## src/rtl/ballot_collector.sv

```systemverilog
// -----------------------------------------------------------------------------
// ballot_collector
//
// Feeder for the 4-input minority-vote stage. Gathers one vote bit from each
// of four voters over a shared valid/ready channel (any arrival order),
// assembles them into a 4-bit ballot and holds it with a valid/ack handshake.
// A repeated vote from a voter already seen is accepted but discarded, and
// flagged with a one-cycle pulse.
//
// Optional feature (macro BALLOT_TIMEOUT_EN): an 8-bit counter limits the
// time spent collecting; when it expires a partial ballot is presented with
// timed_out set. Without the macro the collector waits indefinitely and
// timed_out is tied low.
//
// Ports:
//   clk          in   rising-edge clock
//   rst_n        in   asynchronous active-low reset
//   vote_valid   in   vote present on vote/vote_id
//   vote_id[1:0] in   voter index, selects the ballot bit
//   vote         in   vote value
//   vote_ready   out  collector can accept a vote
//   ballot[3:0]  out  assembled ballot, bit i = voter i
//   ballot_valid out  ballot complete and stable
//   ballot_ack   in   consumer has taken the ballot
//   seen[3:0]    out  voters received in the current ballot
//   dup_err      out  one-cycle pulse after a duplicate vote was accepted
//   timed_out    out  presented ballot was forced by the timeout
// -----------------------------------------------------------------------------
module ballot_collector #(
   parameter int unsigned TIMEOUT = 32'd16
) (
   input  logic       clk,
   input  logic       rst_n,
   input  logic       vote_valid,
   input  logic [1:0] vote_id,
   input  logic       vote,
   output logic       vote_ready,
   output logic [3:0] ballot,
   output logic       ballot_valid,
   input  logic       ballot_ack,
   output logic [3:0] seen,
   output logic       dup_err,
   output logic       timed_out
);

   typedef enum logic [1:0] {
      ST_IDLE    = 2'd0,
      ST_COLLECT = 2'd1,
      ST_PRESENT = 2'd2
   } state_t;

   state_t     state_r;
   state_t     state_nxt_s;
   logic [3:0] ballot_r;
   logic [3:0] ballot_nxt_s;
   logic [3:0] seen_r;
   logic [3:0] seen_nxt_s;
   logic       timed_out_r;
   logic       timed_out_nxt_s;
   logic       vote_ready_r;
   logic       ballot_valid_r;
   logic       dup_err_r;
   logic       accept_s;
   logic       dup_s;
   logic [3:0] id_mask_s;

`ifdef BALLOT_TIMEOUT_EN
   localparam logic [7:0] TMO_LAST = 8'(TIMEOUT - 32'd1);
   logic [7:0] tmo_cnt_r;
   logic [7:0] tmo_cnt_nxt_s;
   logic       tmo_fire_s;
`endif

   // Decode a voter index into its ballot bit position.
   function automatic logic [3:0] id_onehot(input logic [1:0] id);
      logic [3:0] mask;
      mask = 4'b0000;
      mask[id] = 1'b1;
      return mask;
   endfunction

   // Handshake decode: vote_ready is a register, so acceptance has no
   // combinational dependence on anything but the current vote_valid.
   always_comb begin
      id_mask_s = id_onehot(vote_id);
      accept_s  = vote_valid & vote_ready_r;
      dup_s     = accept_s & ((seen_r & id_mask_s) != 4'b0000);
`ifdef BALLOT_TIMEOUT_EN
      tmo_fire_s = (tmo_cnt_r == TMO_LAST);
`endif
   end

   // Next-state and next-ballot logic.
   always_comb begin
      state_nxt_s     = state_r;
      ballot_nxt_s    = ballot_r;
      seen_nxt_s      = seen_r;
      timed_out_nxt_s = timed_out_r;
`ifdef BALLOT_TIMEOUT_EN
      tmo_cnt_nxt_s   = tmo_cnt_r;
`endif
      // First vote wins: a duplicate leaves ballot and seen untouched.
      if (accept_s && !dup_s) begin
         ballot_nxt_s = (ballot_r & ~id_mask_s) | (vote ? id_mask_s : 4'b0000);
         seen_nxt_s   = seen_r | id_mask_s;
      end else begin
         ballot_nxt_s = ballot_r;
         seen_nxt_s   = seen_r;
      end
      case (state_r)
         ST_IDLE: begin
            // One vote can never complete a ballot, so IDLE only moves on.
            if (accept_s) begin
               state_nxt_s = ST_COLLECT;
`ifdef BALLOT_TIMEOUT_EN
               tmo_cnt_nxt_s = 8'd0;
`endif
            end else begin
               state_nxt_s = ST_IDLE;
            end
         end
         ST_COLLECT: begin
            // Completion is checked first so that it beats a simultaneous
            // timeout.
            if (seen_nxt_s == 4'b1111) begin
               state_nxt_s     = ST_PRESENT;
               timed_out_nxt_s = 1'b0;
`ifdef BALLOT_TIMEOUT_EN
            end else if (tmo_fire_s) begin
               state_nxt_s     = ST_PRESENT;
               timed_out_nxt_s = 1'b1;
`endif
            end else begin
               state_nxt_s = ST_COLLECT;
`ifdef BALLOT_TIMEOUT_EN
               tmo_cnt_nxt_s = tmo_cnt_r + 8'd1;
`endif
            end
         end
         ST_PRESENT: begin
            if (ballot_ack) begin
               state_nxt_s     = ST_IDLE;
               ballot_nxt_s    = 4'b0000;
               seen_nxt_s      = 4'b0000;
               timed_out_nxt_s = 1'b0;
            end else begin
               state_nxt_s = ST_PRESENT;
            end
         end
         default: begin
            state_nxt_s     = ST_IDLE;
            ballot_nxt_s    = 4'b0000;
            seen_nxt_s      = 4'b0000;
            timed_out_nxt_s = 1'b0;
         end
      endcase
   end

   // State, ballot and registered handshake outputs.
   always_ff @(posedge clk or negedge rst_n) begin
      if (!rst_n) begin
         state_r        <= ST_IDLE;
         ballot_r       <= 4'b0000;
         seen_r         <= 4'b0000;
         timed_out_r    <= 1'b0;
         vote_ready_r   <= 1'b1;
         ballot_valid_r <= 1'b0;
         dup_err_r      <= 1'b0;
`ifdef BALLOT_TIMEOUT_EN
         tmo_cnt_r      <= 8'd0;
`endif
      end else begin
         state_r        <= state_nxt_s;
         ballot_r       <= ballot_nxt_s;
         seen_r         <= seen_nxt_s;
         timed_out_r    <= timed_out_nxt_s;
         // Handshake flags are pre-decoded from the next state so they are
         // plain flops that track the state register exactly.
         vote_ready_r   <= (state_nxt_s != ST_PRESENT);
         ballot_valid_r <= (state_nxt_s == ST_PRESENT);
         dup_err_r      <= dup_s;
`ifdef BALLOT_TIMEOUT_EN
         tmo_cnt_r      <= tmo_cnt_nxt_s;
`endif
      end
   end

   assign vote_ready   = vote_ready_r;
   assign ballot       = ballot_r;
   assign ballot_valid = ballot_valid_r;
   assign seen         = seen_r;
   assign dup_err      = dup_err_r;
   assign timed_out    = timed_out_r;

endmodule

```

## config.mk

```make
export PLATFORM = sky130hd
export DESIGN_NAME = ballot_collector
export DESIGN_NICKNAME = d
export VERILOG_FILES = /design/src/rtl/ballot_collector.sv
export SDC_FILE = /design/constraint.sdc
export NUM_CORES = 1
export LEC_CHECK = 0
export CORE_UTILIZATION = 30
export DETAILED_ROUTE_END_ITERATION = 12
export PLACE_DENSITY = 0.6
export SLEW_MARGIN = 15
export SYNTH_ARGS = -nofsm -noshare
export SYNTH_HDL_FRONTEND = slang
export SYNTH_SLANG_ARGS = --single-unit
```

## constraint.sdc

```tcl
create_clock -name clk -period 1.8 [get_ports clk]
set_input_delay 0.54 -clock clk [delete_from_list [all_inputs] [get_ports clk]]
set_output_delay 0.54 -clock clk [all_outputs]
set_load 0.05 [all_outputs]
```

==> impl_metrics.env, run 1 <==
export IMPL_synthesis_nets=63
export IMPL_antenna_left=0
export IMPL_critPathCaptureType="flop"
export IMPL_synth_area_per_cell_um2=11.0
export IMPL_cts_htree_levels=1
export IMPL_wl_um=1300
export IMPL_fp_dieArea_mm2=0.00224
export IMPL_p_per_area_mw_per_mm2=2140
export IMPL_place_inst=105
export IMPL_root_buffer="clkbuf_4"
export IMPL_die_w_um=47.3
export IMPL_synth_top_family_by_area="simple AND/OR/NAND/NOR gates"
export IMPL_synthesis_area_um2=617
export IMPL_synth_seq_area_share_pct=52.9
export IMPL_clockBufferDepth=2
export IMPL_hpwlAfterDp_um=970
export IMPL_synth_fa_ha_area_share_pct=0
export IMPL_crit_arrival_ps=1930
export IMPL_synth_simple_area_share_pct=18.7
export IMPL_ys_types=24
export IMPL_period_share_pct=96.3
export IMPL_hold_slack_ps=442
export IMPL_fin_crit_ps=1730
export IMPL_drive_gt1_share_pct=28.0
export IMPL_fill_cells=188
export IMPL_rsz0062_at_grt="no"
export IMPL_status="completed"
export IMPL_cts_hold_buf=0
export IMPL_start_kind="input pin"
export IMPL_grt_pass1_vias=436
export IMPL_cp_data_required_time_ps=1990
export IMPL_grt_max_degree=14
export IMPL_yosysWarningCount=0
export IMPL_cts_buffers=3
export IMPL_antenna_found_initial=0
export IMPL_clk_latency_ps=280
export IMPL_report_final_setup_viol=0
export IMPL_hold_viol_final=0
export IMPL_drtIter0Drc=12
export IMPL_path_class="input pin to flop"
export IMPL_skew_ps=5.44
export IMPL_io_buffers=17
export IMPL_drc_errors=0
export IMPL_p_leak_nw=0.446
export IMPL_io_pins=19
export IMPL_diodes=0
export IMPL_post_drt_wl_per_cell_um=12.0
export IMPL_nets=90
export IMPL_post_cts_buffers=0
export IMPL_cts_tree="yes"
export IMPL_path_clk_slew_ps=80
export IMPL_irDropWorstVdd_uv=1060
export IMPL_coreArea_mm2=0.00194
export IMPL_place_congestion=0.772
export IMPL_crit_fanout=5
export IMPL_drt_pre_antenna_iters=4
export IMPL_drv_slew=0
export IMPL_grt_remaining_overflow=0
export IMPL_grt_pass1_wl_um=2070
export IMPL_synth_compound_area_share_pct=12.8
export IMPL_setup_tns_ps=0
export IMPL_start_util_pct=31.8
export IMPL_synth_seq_cells=13
export IMPL_post_route_util_pct=48.8
export IMPL_cts_resized_gates=0
export IMPL_fp_dieH_um=47.3
export IMPL_synthMuxAreaShare_pct=12.4
export IMPL_max_freq_mhz=577
export IMPL_register_area_um2=327
export IMPL_grtUsageTotal_pct=14.0
export IMPL_cts_sinks=13
export IMPL_maxCapViolations=0
export IMPL_viasPerCell=4.78
export IMPL_synthToLayoutAreaGrowth_pct=53.5
export IMPL_hp_class="flop to flop"
export IMPL_synth_xor_area_share_pct=0
export IMPL_vias=521
export IMPL_multi_input_area_um2=274
export IMPL_row_count=16
export IMPL_synth_cells=56
export IMPL_fin_cells=109
power by group:
group	internal [mW]	switching, mW
Sequential	0.441	0.178
Clock	0.0861	0.102
Combinational	0.551	0.666
Total	1.08	0.946
logic make-up after synthesis:
family | Yosys count
flops | 13
mux | 6
buf+inv | 3
other cells | 1
simple gates | 24
compound gates | 9
through the flow:
stage	power (mW)	setup WS, ps	area (um2)
final	2.02	66.2	947
after CTS	2.04	86.5	947
after detailed placement	1.84	-218	921
after global routing	2.13	1.86	947
after global placement	1.83	-198	921
after floorplan	1.26	277	617
cells in the final DEF (no fill, tap or decap), types with 2 or more instances in the layout:
| master | n |
|---|---|
| nor2_1 | 12 |
| dfrtp_1 | 12 |
| buf_4 | 11 |
| buf_12 | 7 |
| clkdlybuf4s50_1 | 6 |
| mux2i_1 | 5 |
| nor3_1 | 3 |
| clkbuf_4 | 3 |
| a41oi_1 | 2 |
| nand2_1 | 2 |
| a41o_1 | 2 |
| nor2b_1 | 2 |
flip-flops by register name, indices dropped and copies added, names as in the netlist:
signal	count
seen	4
ballot_valid	1
vote_ready	1
ballot	4
state_r	2
dup_err	1
worst paths after layout:
path / from / end / slack [ps] / cells past startpoint
max: vote_valid / state_r[0] / 70 / 5
min: state_r[1] / state_r[0] / 440 / 1
max reg2reg: vote_ready / state_r[0] / 350 / 4
min reg2reg: state_r[1] / state_r[0] / 440 / 1
max in group asynchronous: rst_n / vote_ready / 1020 / 2
min in group asynchronous: rst_n / ballot_valid / 550 / 2
worst max-delay path: stages:
cell and delay, ps:
clkdlybuf4s50_1 480, and3b_1 230, a21o_1 180, a22o_1 230
a311oi_2 260
area by class of cell:
| class | count | area share [%] |
|---|---|---|
| sequential | 13 | 34.5 |
| timing repair buffer | 24 | 29.9 |
| multi-input combinational | 40 | 28.9 |
| tap | 27 | 3.57 |
| clock buffer | 4 | 2.77 |
| inverter | 1 | 0.396 |
metal layers:
layer / GRT usage (%) / vias up / wire length (um)
met5: 0 / - / 0
met4: 5.14 / 0 / 15
met3: 8.08 / 2 / 99
met2: 19.7 / 16 / 597
met1: 17.8 / 250 / 590
li1: - / 253 / -
synthesized netlist by cell type (all sizes together):
cell | n | area, um2
a21o | 1 | 7.51
a21oi | 1 | 5.00
a22o | 1 | 8.76
a311oi | 1 | 15.0
a41o | 2 | 20.0
a41oi | 2 | 17.5
and3b | 1 | 8.76
buf | 2 | 12.5
conb | 1 | 3.75
dfrtp | 12 | 300
dfstp | 1 | 26.3
inv | 1 | 3.75
mux2i | 5 | 50.1
mux4 | 1 | 26.3
nand2 | 2 | 7.51
nand3 | 1 | 5.00
nand3b | 1 | 7.51
nor2 | 12 | 45.0
nor2b | 2 | 12.5
nor3 | 3 | 15.0
nor3b | 1 | 7.51
nor4 | 1 | 6.26
o21ai | 1 | 5.00
Note: power is estimated with default switching activity, not from simulation.
==> run 2: changes to the inputs <==
PLACE_DENSITY = 0.58   (was 0.6)
==> impl_metrics.env, run 2 (synthesis results as in run 1) <==
export IMPL_slowest_stage="clkdlybuf4s50_1"
export IMPL_grt_remaining_overflow=0
export IMPL_hold_viol_final=0
export IMPL_antenna_left=0
export IMPL_layout_commonest_cell="buf_4"
export IMPL_crit_arrival_ps=1890
export IMPL_critPathCaptureType="flop"
export IMPL_period_share_pct=95.2
export IMPL_start_kind="input pin"
export IMPL_p_leak_nw=0.464
export IMPL_path_class="input pin to flop"
export IMPL_grt_pass1_vias=484
export IMPL_placed_area_um2=936
export IMPL_finalPower_mw=2.03
export IMPL_cts_buffers=3
export IMPL_cp_data_required_time_ps=1980
export IMPL_cts_sinks=13
export IMPL_synthToLayoutAreaGrowth_pct=56.4
export IMPL_report_final_setup_viol=0
export IMPL_post_drt_wl_per_cell_um=12.5
export IMPL_cts_tree="yes"
export IMPL_wl_um=1390
export IMPL_coreArea_mm2=0.00194
export IMPL_clockBufferDepth=2
export IMPL_power_combinational_fraction_pct=60.2
export IMPL_postLayoutCellArea_um2=965
export IMPL_rr_worst_depth=4
export IMPL_p_per_area_mw_per_mm2=2100
export IMPL_vias=523
export IMPL_status="completed"
export IMPL_fp_dieH_um=47.3
export IMPL_fill_cells=196
export IMPL_io_buffers=17
export IMPL_hp_start="state_r[1]"
export IMPL_startpoint="vote_id[0]"
export IMPL_antenna_found_initial=0
export IMPL_skew_ps=7.01
export IMPL_clock_power_share_pct=9.1
export IMPL_io_pins=19
export IMPL_clk_latency_ps=280
export IMPL_diodes=0
export IMPL_drt_pre_antenna_iters=3
export IMPL_hold_slack_ps=438
export IMPL_place_congestion=0.712
export IMPL_reg2reg_to="state_r[1]"
export IMPL_cts_htree_levels=1
export IMPL_irDropWorstVdd_uv=1040
export IMPL_fin_crit_ps=1710
export IMPL_fp_dieArea_mm2=0.00224
export IMPL_min_to="state_r[0]"
export IMPL_p_int_mw=1.08
export IMPL_p_switching_mw=0.946
export IMPL_hp_class="flop to flop"
export IMPL_grt_pass1_wl_um=2280
export IMPL_maxCapViolations=0
export IMPL_start_util_pct=31.8
export IMPL_drv_slew=0
export IMPL_row_count=16
export IMPL_r2r_slack_ps=350
export IMPL_rsz0062_at_grt="no"
export IMPL_nets=92
export IMPL_grtUsageTotal_pct=15.3
export IMPL_viasPerCell=4.71
export IMPL_r2r_start="vote_ready"
export IMPL_drive_gt1_share_pct=29.8
export IMPL_hpwlAfterDp_um=1070
export IMPL_die_w_um=47.3
export IMPL_path_clk_slew_ps=80
export IMPL_power_share_switching_pct=46.6
export IMPL_slowest_delay_ps=490
export IMPL_max_freq_mhz=584
export IMPL_pwr_share_seq_pct=30.7
export IMPL_drc_errors=0
export IMPL_crit_fanout=4
export IMPL_hold_path_depth=1
export IMPL_cp_cell_sequence="clkdlybuf4s50_1, and3b_1, a21o_1, a22o_1, a41o_1"
export IMPL_post_cts_buffers=0
export IMPL_root_buffer="clkbuf_4"
export IMPL_layout_common_cells="buf_4, nor2_1, dfrtp_1"
export IMPL_grt_max_degree=14
export IMPL_drtIter0Drc=6
## run 2: routing by layer
metal	global-route usage [%]	wire length [um]
met2	23.0	685
met3	6.15	79
met4	5.14	17
met5	0	0
met1	19.9	609
## run 2: final cells by class
class	instances	area, um2	share of cell area [%]
Clock buffer	4	26.3	2.72
Inverter	1	3.75	0.389
Tap cell	27	33.8	3.50
Sequential cell	13	327	33.9
Multi-Input combinational cell	40	274	28.4
Timing Repair Buffer	26	300	31.1
## run 2: metrics by stage
stage | setup WS (ps) | utilization [%] | setup TNS [ps] | cells
floorplan | 277 | - | 0 | 56
global placement | -207 | 48.2 | -1220 | 107
detailed placement | -235 | 48.2 | -1330 | 107
CTS | 67.8 | 49.5 | 0 | 111
global route | 25.9 | 49.7 | 0 | 111
finish | 87.0 | 49.7 | 0 | 111
## run 2: worst max-delay path by stage
stage,end
floorplan,state_r[0]
global placement,ballot_valid
detailed placement,state_r[1]
CTS,state_r[1]
global route,ballot_valid
finish,state_r[1]
## run 2: power groups by stage
stage / Combinational [mW] / Sequential (mW) / Clock, mW
final: 1.22 / 0.624 / 0.184
after global routing: 1.29 / 0.655 / 0.203
after CTS: 1.24 / 0.629 / 0.195
after detailed placement: 1.23 / 0.630 / 0
after global placement: 1.21 / 0.627 / 0
after floorplan: 0.286 / 0.976 / 0
## run 2: what timing repair did
item                       CTS  global route
setup endpoints to repair    0             3
gates resized for setup      0             1
hold buffers                 0             0
## run 2: worst max-delay path, delay by kind of cell
family	cells	cell delay [ps]
AOI/OAI and AO/OA	3	660
buffers and inverters	1	490
and+or+nand+nor	1	200
==> run 3: changes to the inputs <==
CORE_UTILIZATION = 43   (was 30)
PLACE_DENSITY = 0.78   (was 0.58)
==> impl_metrics.env, run 3 (synthesis results as in run 1) <==
export IMPL_status="completed"
export IMPL_io_pins=19
export IMPL_r2r_start="vote_ready"
export IMPL_maxCapViolations=0
export IMPL_cts_buffers=3
export IMPL_crit_arrival_ps=1930
export IMPL_vias=520
export IMPL_crit_fanout=5
export IMPL_grtUsageMet2_pct=23.0
export IMPL_post_route_util_pct=72.3
export IMPL_busiest_layer="met1"
export IMPL_die_w_um=39.9
export IMPL_drive_gt1_share_pct=31.3
export IMPL_root_buffer="clkbuf_4"
export IMPL_reg2reg_to="ballot[0]"
export IMPL_drc_errors=0
export IMPL_irDropWorstVdd_uv=1380
export IMPL_coreArea_mm2=0.00132
export IMPL_path_class="input pin to flop"
export IMPL_place_inst=94
export IMPL_rsz0062_at_grt="no"
export IMPL_dpl_worst_slack_ps=-225
export IMPL_fp_dieArea_mm2=0.00159
export IMPL_clock_power_share_pct=8.9
export IMPL_critical_path_top_delay_family="compound AO/OA/AOI/OAI gates"
export IMPL_power_combinational_fraction_pct=60.2
export IMPL_row_count=13
export IMPL_slowest_delay_ps=490
export IMPL_fin_cells=98
export IMPL_power_share_switching_pct=46.5
export IMPL_hold_viol_final=0
export IMPL_cts_tree="yes"
export IMPL_r2r_slack_ps=380
export IMPL_cp_cell_sequence="clkdlybuf4s50_1, and3b_1, a21o_1, a22o_1, a41o_1"
export IMPL_grt_remaining_overflow=0
export IMPL_cts_sinks=13
export IMPL_drv_slew=0
export IMPL_antenna_found_initial=0
export IMPL_period_share_pct=98.3
export IMPL_wl_um=1330
export IMPL_min_to="state_r[0]"
export IMPL_layout_common_cells="nor2_1, dfrtp_1, buf_4"
export IMPL_hp_class="flop to flop"
export IMPL_rr_worst_depth=5
export IMPL_grtUsageTotal_pct=18.7
export IMPL_hp_start="state_r[1]"
export IMPL_finalPower_mw=2.02
export IMPL_setup_slack_ps=31.4
export IMPL_hpwlAfterDp_um=993
export IMPL_fin_crit_ps=1770
export IMPL_critPathBufInv=1
export IMPL_post_drt_wl_per_cell_um=13.5
export IMPL_skew_ps=2.88
export IMPL_antenna_left=0
export IMPL_p_per_area_mw_per_mm2=2120
export IMPL_grt_max_degree=14
export IMPL_p_switching_mw=0.941
export IMPL_path_clk_slew_ps=80
export IMPL_p_leak_nw=0.463
export IMPL_max_freq_mhz=565
export IMPL_place_congestion=0.698
export IMPL_fill_cells=88
export IMPL_cp_data_required_time_ps=1960
export IMPL_grt_pass1_wl_um=1860
export IMPL_start_kind="input pin"
export IMPL_diodes=0
export IMPL_nets=91
export IMPL_cts_htree_levels=1
export IMPL_drt_pre_antenna_iters=4
export IMPL_use_met1_pct=27.0
export IMPL_io_buffers=17
export IMPL_clk_latency_ps=270
export IMPL_hold_path_depth=1
export IMPL_synthToLayoutAreaGrowth_pct=54.4
export IMPL_report_final_setup_viol=0
export IMPL_critPathCaptureType="flop"
export IMPL_grt_pass1_vias=425
export IMPL_fp_dieH_um=39.9
export IMPL_clockBufferDepth=2
export IMPL_slowest_stage="clkdlybuf4s50_1"
export IMPL_setup_tns_ps=0
export IMPL_viasPerCell=5.31
export IMPL_drtIter0Drc=25
export IMPL_start_util_pct=46.8
export IMPL_use_met3_pct=6.82
export IMPL_pwr_share_seq_pct=30.9
export IMPL_p_int_mw=1.08
[run 3: changes by cell type in the layout (fill, tap and decap cells not counted), sizes merged]
cell and delta:
buf -1
[run 3: layer usage]
| metal | share of wire (%) | wire, um |
|---|---|---|
| met5 | 0 | 0 |
| met4 | 0 | 0 |
| met3 | 5.1 | 67 |
| met2 | 47 | 621 |
| met1 | 48 | 636 |
[run 3: layout make-up]
type                    instances  area (um2)  share of cell area (%)
repair buffers                 25         293                    30.7
flip-flops and latches         13         327                    34.3
clock buffers                   4        26.3                    2.76
multi-input cells              40         284                    29.8
inverters                       1        3.75                   0.394
well taps                      15        18.8                    1.97
[run 3: what timing repair did]
action,CTS,global route
resized for setup,0,3
setup endpoints to repair,0,1
hold buffers,0,0
buffers inserted,0,0
[run 3: power groups by stage]
| stage | Clock, mW | Combinational [mW] | Sequential, mW |
|---|---|---|---|
| 6_report | 0.179 | 1.22 | 0.625 |
| 5_1_grt | 0.199 | 1.28 | 0.641 |
| 4_1_cts | 0.183 | 1.22 | 0.623 |
| 3_5_place_dp | 0 | 1.22 | 0.629 |
| 3_3_place_gp | 0 | 1.20 | 0.617 |
| 2_1_floorplan | 0 | 0.286 | 0.976 |
[run 3: how the worst max path moves through the flow]
| stage | startpoint | endpoint | slack [ps] | cells past startpoint |
|---|---|---|---|---|
| floorplan | vote_ready | state_r[0] | 280 | 3 |
| finish | vote_valid | ballot_valid | 30 | 5 |
| global route | vote_id[1] | state_r[0] | 9 | 5 |
| detailed placement | vote_valid | ballot_valid | -230 | 5 |
| CTS | vote_valid | ballot_valid | 50 | 5 |
| global placement | vote_id[0] | state_r[1] | -200 | 5 |
[run 3: per-stage QoR]
| stage | hold WS (ps) | area [um2] |
|---|---|---|
| floorplan | 244 | 617 |
| global placement | 432 | 913 |
| detailed placement | 435 | 913 |
| CTS | 446 | 940 |
| global route | 457 | 952 |
| finish | 448 | 952 |
